$ cat src/rtl/riscv_pkg.sv
// Shared definitions for the unified memory port arbiter: state encodings
// and the default response timeout.
package riscv_pkg;

  localparam logic [1:0] ST_IDLE    = 2'd0;
  localparam logic [1:0] ST_IF_WAIT = 2'd1;
  localparam logic [1:0] ST_DM_WAIT = 2'd2;
  localparam logic [1:0] ST_IF_DROP = 2'd3;

  localparam int DEF_TIMEOUT = 64;

  typedef enum logic [1:0] {
    S_IDLE    = ST_IDLE,
    S_IF_WAIT = ST_IF_WAIT,
    S_DM_WAIT = ST_DM_WAIT,
    S_IF_DROP = ST_IF_DROP
  } arb_state_t;

endpackage

$ cat src/rtl/fetch_mem_arbiter_wait_timer.sv
// Response wait counter: synchronous clear, count enable, and a terminal
// flag raised while the count sits at TIMEOUT-1 (the last allowed wait cycle).
module wait_timer #(
  parameter int TIMEOUT = 64,
  parameter int CW      = 7
) (
  input  logic CLK,
  input  logic Clr,
  input  logic clear,
  input  logic enable,
  output logic tc
);

  logic [CW-1:0] count;

  // Count wait cycles; clear has priority so every state entry starts at zero.
  always_ff @(posedge CLK or negedge Clr) begin
    if (!Clr) begin
      count <= '0;
    end else if (clear) begin
      count <= '0;
    end else if (enable) begin
      count <= count + CW'(1);
    end
  end

  assign tc = (count == CW'(TIMEOUT - 1));

endmodule

$ cat src/rtl/fetch_mem_arbiter.sv
// Arbiter/sequencer for the unified memory port shared by instruction fetch
// and the MEM stage. One outstanding transaction; data beats fetch; fetch
// responses overtaken by a redirect are dropped; hung transactions time out.
module fetch_mem_arbiter
  import riscv_pkg::*;
#(
  parameter int TIMEOUT = DEF_TIMEOUT,
  parameter int CW      = 7
) (
  input  logic        CLK,
  input  logic        Clr,
  input  logic        if_req,
  input  logic [31:0] if_addr,
  input  logic        PCSrcE,
  output logic        if_valid,
  output logic [31:0] if_instr,
  output logic        StallF,
  input  logic        dm_req,
  input  logic        dm_we,
  input  logic [31:0] dm_addr,
  input  logic [31:0] dm_wdata,
  input  logic [3:0]  dm_wstrb,
  output logic        dm_done,
  output logic [31:0] dm_rdata,
  output logic        StallM,
  output logic        mem_req,
  output logic        mem_we,
  output logic [31:0] mem_addr,
  output logic [31:0] mem_wdata,
  output logic [3:0]  mem_wstrb,
  input  logic        mem_gnt,
  input  logic        mem_rvalid,
  input  logic [31:0] mem_rdata,
  output logic        bus_err
);

  arb_state_t state, state_next;
  logic       timer_tc;
  logic       timer_en;
  logic       timer_clr;

  // The timer runs only while a transaction is outstanding and restarts on
  // every state change, including the IF_WAIT -> IF_DROP hop.
  assign timer_en  = (state != S_IDLE);
  assign timer_clr = (state_next != state);

  wait_timer #(
    .TIMEOUT(TIMEOUT),
    .CW     (CW)
  ) u_wait_timer (
    .CLK   (CLK),
    .Clr   (Clr),
    .clear (timer_clr),
    .enable(timer_en),
    .tc    (timer_tc)
  );

  // State register; reset may land mid-transaction and simply abandons it.
  always_ff @(posedge CLK or negedge Clr) begin
    if (!Clr) begin
      state <= S_IDLE;
    end else begin
      state <= state_next;
    end
  end

  // Grant, request mux, response routing and timeout abort.
  always_comb begin
    state_next = state;
    mem_req    = 1'b0;
    mem_we     = 1'b0;
    mem_addr   = '0;
    mem_wdata  = '0;
    mem_wstrb  = '0;
    if_valid   = 1'b0;
    if_instr   = '0;
    dm_done    = 1'b0;
    dm_rdata   = '0;
    bus_err    = 1'b0;
    unique case (state)
      S_IDLE: begin
        // Data first: the older instruction must finish to avoid deadlock.
        // A stray mem_rvalid here is a protocol error and is ignored.
        if (dm_req) begin
          mem_req   = 1'b1;
          mem_we    = dm_we;
          mem_addr  = dm_addr;
          mem_wdata = dm_wdata;
          mem_wstrb = dm_wstrb;
          if (mem_gnt) state_next = S_DM_WAIT;
        end else if (if_req && !PCSrcE) begin
          mem_req  = 1'b1;
          mem_addr = if_addr;
          if (mem_gnt) state_next = S_IF_WAIT;
        end
      end
      S_IF_WAIT: begin
        if (mem_rvalid) begin
          if (!PCSrcE) begin
            if_valid = 1'b1;
            if_instr = mem_rdata;
          end
          state_next = S_IDLE;
        end else if (timer_tc) begin
          bus_err    = 1'b1;
          state_next = S_IDLE;
        end else if (PCSrcE) begin
          state_next = S_IF_DROP;
        end
      end
      S_DM_WAIT: begin
        if (mem_rvalid) begin
          dm_done    = 1'b1;
          dm_rdata   = mem_rdata;
          state_next = S_IDLE;
        end else if (timer_tc) begin
          bus_err    = 1'b1;
          state_next = S_IDLE;
        end
      end
      S_IF_DROP: begin
        if (mem_rvalid) begin
          state_next = S_IDLE;
        end else if (timer_tc) begin
          bus_err    = 1'b1;
          state_next = S_IDLE;
        end
      end
      default: state_next = S_IDLE;
    endcase
  end

  assign StallF = if_req & ~if_valid;
  assign StallM = dm_req & ~dm_done;

endmodule

$ cat config.mk
export PLATFORM = sky130hd
export DESIGN_NAME = fetch_mem_arbiter
export DESIGN_NICKNAME = d
export VERILOG_FILES = /design/src/rtl/riscv_pkg.sv /design/src/rtl/fetch_mem_arbiter_wait_timer.sv /design/src/rtl/fetch_mem_arbiter.sv
export SDC_FILE = /design/constraint.sdc
export NUM_CORES = 1
export LEC_CHECK = 0
export CORE_MARGIN = 8
export CORE_UTILIZATION = 20
export DETAILED_ROUTE_END_ITERATION = 12
export PLACE_DENSITY = 0.78
export SYNTH_ARGS = -nofsm -noshare
export SYNTH_HDL_FRONTEND = slang
export SYNTH_SLANG_ARGS = --single-unit
$ cat constraint.sdc
create_clock -name CLK -period 1.5 [get_ports CLK]
set_input_delay 0.3 -clock CLK [delete_from_list [all_inputs] [get_ports CLK]]
set_output_delay 0.3 -clock CLK [all_outputs]
set_load 0.05 [all_outputs]
Word level (Yosys, flattened, before mapping) --
Index checks and enable logic that the tools add are counted.
Word-level totals: register bits after elaboration 9, output and inout bits 139, input port bits 140
Operators by class: reduce and logical (&&, ||, !) cells 7, bitwise operators 4, equal/unequal tests 5, $add $sub $neg 1, mux-type cells 37
Operators by type and width (number):
- $mux W32 | 10
- $mux W2 | 9
- $mux W7 | 2
- $mux W1 | 13
- $mux W4 | 2
- $add A7 B1 Y7 const B | 1
- $eq A7 B6 Y1 const B | 1
- $pmux W2 S3 | 1
- $eq A2 B2 Y1 const B | 2
- $reduce_bool A2 Y1 | 2
- $reduce_or A3 Y1 | 1
- $and A1 B1 Y1 | 2
- $eq A2 B1 Y1 const B | 1
- $logic_not A2 Y1 | 1
- $ne A2 B2 Y1 | 1
- $not A1 Y1 | 2
- $reduce_or A2 Y1 | 1
- $logic_and A1 B1 Y1 | 1
- $logic_not A1 Y1 | 1

Logic depth before layout (Yosys ltp) --
depth in word-level cells 7, mapped depth 6, depth with buffers taken out 5

Modules after synthesis --
A second synthesis with hierarchy kept.
Second synthesis, totals: cell total of the unflattened synthesis 205, area total of the unflattened synthesis 1575.3 sq um
By module, submodules not included:
- fetch_mem_arbiter | instances 1, area an instance 1251.2 sq um, cells an instance 175, seq. area each 50.0 sq um
- wait_timer | instances 1, area an instance 324.1 sq um, cells an instance 30, seq. area each 175.2 sq um

Worst setup path after synthesis --
OpenSTA, ideal clock, no wires.
kind register to output, start point register u_wait_timer.count[0], end point output bus_err, cell stages (with the launch flop) 5, path buffers 0, data arrival time 1.889 ns, path slack -0.689 ns, cell sequence dfrtp_1 > ha_1 > and2_1 > nand2_1 > nor3_1
On the way: cells in the longest elaborated chain, start to end 4
Ends and longest elaborated chain:
- from (decl) | line fetch_mem_arbiter_wait_timer.sv:14 | logic [CW-1:0] count;
- from (signal assigned) | line fetch_mem_arbiter_wait_timer.sv:23 | count <= count + CW'(1);
- $eq A7 B6 Y1 | line fetch_mem_arbiter_wait_timer.sv:27 | assign tc = (count == CW'(TIMEOUT - 1));
- $mux W1 | line fetch_mem_arbiter.sv:104, fetch_mem_arbiter.sv:116, fetch_mem_arbiter.sv:124
- $mux W1 | line fetch_mem_arbiter.sv:112 | if (mem_rvalid) begin
- $mux W1
- to (decl) | line fetch_mem_arbiter.sv:34 | output logic bus_err
No other way between the ends.

Worst setup path after layout --
start point register state[1], end point output if_instr[9]
On the way: cells in the longest elaborated chain, start to end 2
Ends and longest elaborated chain:
- from (decl) | line fetch_mem_arbiter.sv:37 | arb_state_t state, state_next;
- from (signal assigned) | line fetch_mem_arbiter.sv:63 | state <= state_next;
- $eq A2 B1 Y1 | line fetch_mem_arbiter.sv:80 | unique case (state)
- $mux W32 | line fetch_mem_arbiter.sv:80
- to (decl) | line fetch_mem_arbiter.sv:16 | output logic [31:0] if_instr,
No other way between the ends.

==> results.toml <==
[global_routing]
grt.total_usage_pct = 25.9
antenna_found_initial = 0
grt_max_degree = 22
grt_overflow = 0
grt_pass1_vias = 3297
grt_pass1_wl_mm = 22.6

[clock_network]
clock_sinks = 9
clk_pin_slew_ns = 0.05
cts-buffers-inserted = 3
cts_tree = "done"
htree_num_levels = 1
clockRootBuffer = "clkbuf_8"
ctsHoldBuffers = 0
clockBufferDepth = 2
clock_latency_ns = 0.24

[power_and_ir_drop]
irDropWorstVdd_v = 0.000486
pwr-share-clk_pct = 7.3
seq_power_share_pct = 7.3
netSwitchingPower_uw = 1770
combPwrFrac_pct = 85.5
p_int_uw = 2260
p_leak_uw = 0.00316
power_per_cell_area_nw_per_um2 = 554
power_switching_share_pct = 44.0
finalPower_uw = 4030

[timing]
slew_violations = 0
rsz0062_at_grt = "yes"
fmax_ghz = 0.507
period_needed_ns = 1.97
timing.clock.skew_ns = 0.00373
setup-violations-final = 148
worst_slew_pin_slew_ns = 0.418
fin_ws_ns = -0.473
holdWs_ns = 0.362
fin_crit_sh_pct = 132
maxSlewHeadroom_pct = 72.1
finalHoldViolCount = 0

[floorplan]
coreArea_um2 = 8220
design.die.area_um2 = 11700
rows = 33
die_y_um = 108
die_x_um = 108
io_pins = 279
floorplan.initialDensity_pct = 20.6

[worst_setup_path]
rr_worst_depth = 7
required_ns = 1.20
crit_arrival_ns = 1.67
critical_path_class = "flop to output port"
start_kind = "flop"
rrSetupSlack_ns = -0.29
r2r_start = "state[1]$_DFF_PN0_"
end_kind = "output port"
worstReg2RegEnd = "u_wait_timer.count[1]$_DFFE_PN0P_"
worstPathMaxFanout = 9

[synth]
yosys.area.top_type = "and2_1"
synth_top_area_share_pct = 24.7
syn_avg_cell_area_um2 = 7.85
synth.distinct_cells = 31
synth_warnings = 0
ys_seq_area_share_pct = 13.3
synth_cells = 216
yosys-top-cells-area = "and2_1 25%, a22o_1 18%, and3_1 14%"
synth_nets = 357
synth_area_um2 = 1700
ys_ff_latch = 9

[routing]
routed_wirelength_mm = 17.5
first_pass_iters = 5
antenna_left = 0
vias = 3145
drtIter0Drc = 73
wire_per_inst_um = 27.7
route.detailed.drc = 0
via_per_inst = 4.97

[cells_and_area]
nNetsFinal = 670
synthToLayoutAreaGrowth_pct = 329
drive_above_1_share_pct = 68.8
layout_common_cells = "147 x buf_12, 135 x clkdlybuf4s50_1, 67 x and2_4"
layout_commonest_cell = "buf_12"
antenna_cells = 0
design_area_um2 = 7270
fin_cells = 633

[outcome]
violations = "setup timing"
status = "finished, violations left"

[hold_path]
hold_class = "primary input to asynchronous set/reset pin"

[placement]
gp_congestion = 0.851
place_area_um2 = 6590
place.port_buffers = 278
dpl.hpwl_mm = 12.3
dp_cells = 601

[flow_run]
drv_cap = 0
-- state kept, by name, indices dropped and copies added (netlist names) --
signal and cells:
state 2, u_wait_timer.count 7
-- power groups by stage --
stage	Clock [uW]	Sequential, uW	Combinational (uW)
after floorplan	0	288	1490
after global placement	0	290	3010
after detailed placement	0	293	3060
after CTS	287	291	3290
after global routing	304	296	3530
final	293	292	3440
-- cell type report --
type	instances	area, um2
sequential	9	226
fill	362	945
timing repair buffer	333	4900
inverter	2	7.51
clock buffer	4	45.0
multi-input combinational	180	1960
tap	105	131
-- what timing repair did --
| item | 4_1_cts | 5_1_grt |
|---|---|---|
| buffers inserted | 18 | 5 |
| setup endpoints to repair | 146 | 148 |
| gates resized for setup | 53 | 29 |
| gates cloned | 8 | 5 |
| pin swaps | 26 | 21 |
-- critical path, cell delays in order (launching register included) --
cell     delay, ns
dfrtp_2       0.44
nor4b_4       0.31
buf_6         0.17
buf_12        0.10
buf_16        0.12
and2_4        0.15
buf_12        0.13
-- how the worst max path moves through the flow --
stage	slack [ns]	to	startpoint	depth (start not counted)
global placement	-0.52	mem_addr[21]	PCSrcE	6
CTS	-0.43	if_instr[14]	state[1]$_DFF_PN0_	6
global route	-0.52	if_instr[10]	state[1]$_DFF_PN0_	6
floorplan	-0.28	bus_err	u_wait_timer.count[0]$_DFFE_PN0P_	4
finish	-0.47	if_instr[9]	state[1]$_DFF_PN0_	6
detailed placement	-0.55	mem_addr[19]	PCSrcE	6
-- cell usage after synthesis --
master     instances
inv_1              2
nor4b_4            1
nand2_1            4
xor2_1             4
nor2_4             1
and3_1            38
nor3b_2            2
nand2b_1           1
nor2b_1            2
a22o_1            34
a21oi_4            1
and2_1            67
o21ai_0            1
clkbuf_1           7
nor3_1             9
xnor2_1            2
buf_2              4
a21oi_2            1
a31o_2             1
and4b_4            1
a2bb2oi_2          1
a211oi_2           1
nor2_1             2
ha_1               1
buf_4              3
clkbuf_2           2
dfrtp_1            9
mux2i_1            1
o2111ai_1          2
a21oi_1            2
buf_6              9
-- layer usage --
metal  vias up  wire [um]  global-route usage [%]
met5         -          0                       0
met2       192       9820                    50.6
met4         0        410                    7.23
met1      1518       5920                    26.6
met3        33       1400                    5.95
li1       1402          -                       -
-- logic make-up after synthesis --
kind of cell               Yosys count  synth area share (%)
and+or+nand+nor                    128                  48.2
AOI/OAI and AO/OA                   44                  23.1
buffers and inverters               27                  11.1
DFF                                  9                  13.3
xor gates and xnor gates             6                  3.10
muxes                                1                 0.590
adders and majority gates            1                 0.737
-- stage by stage --
step	utilization (%)	setup TNS, ns	setup slack (ns)
finish	88.5	-56.67	-0.473
global route	88.5	-63.36	-0.522
CTS	87.1	-53.38	-0.430
detailed placement	80.2	-60.32	-0.548
global placement	80.2	-56.83	-0.516
floorplan	-	-6.95	-0.279
(Power assumes the default switching activity.)
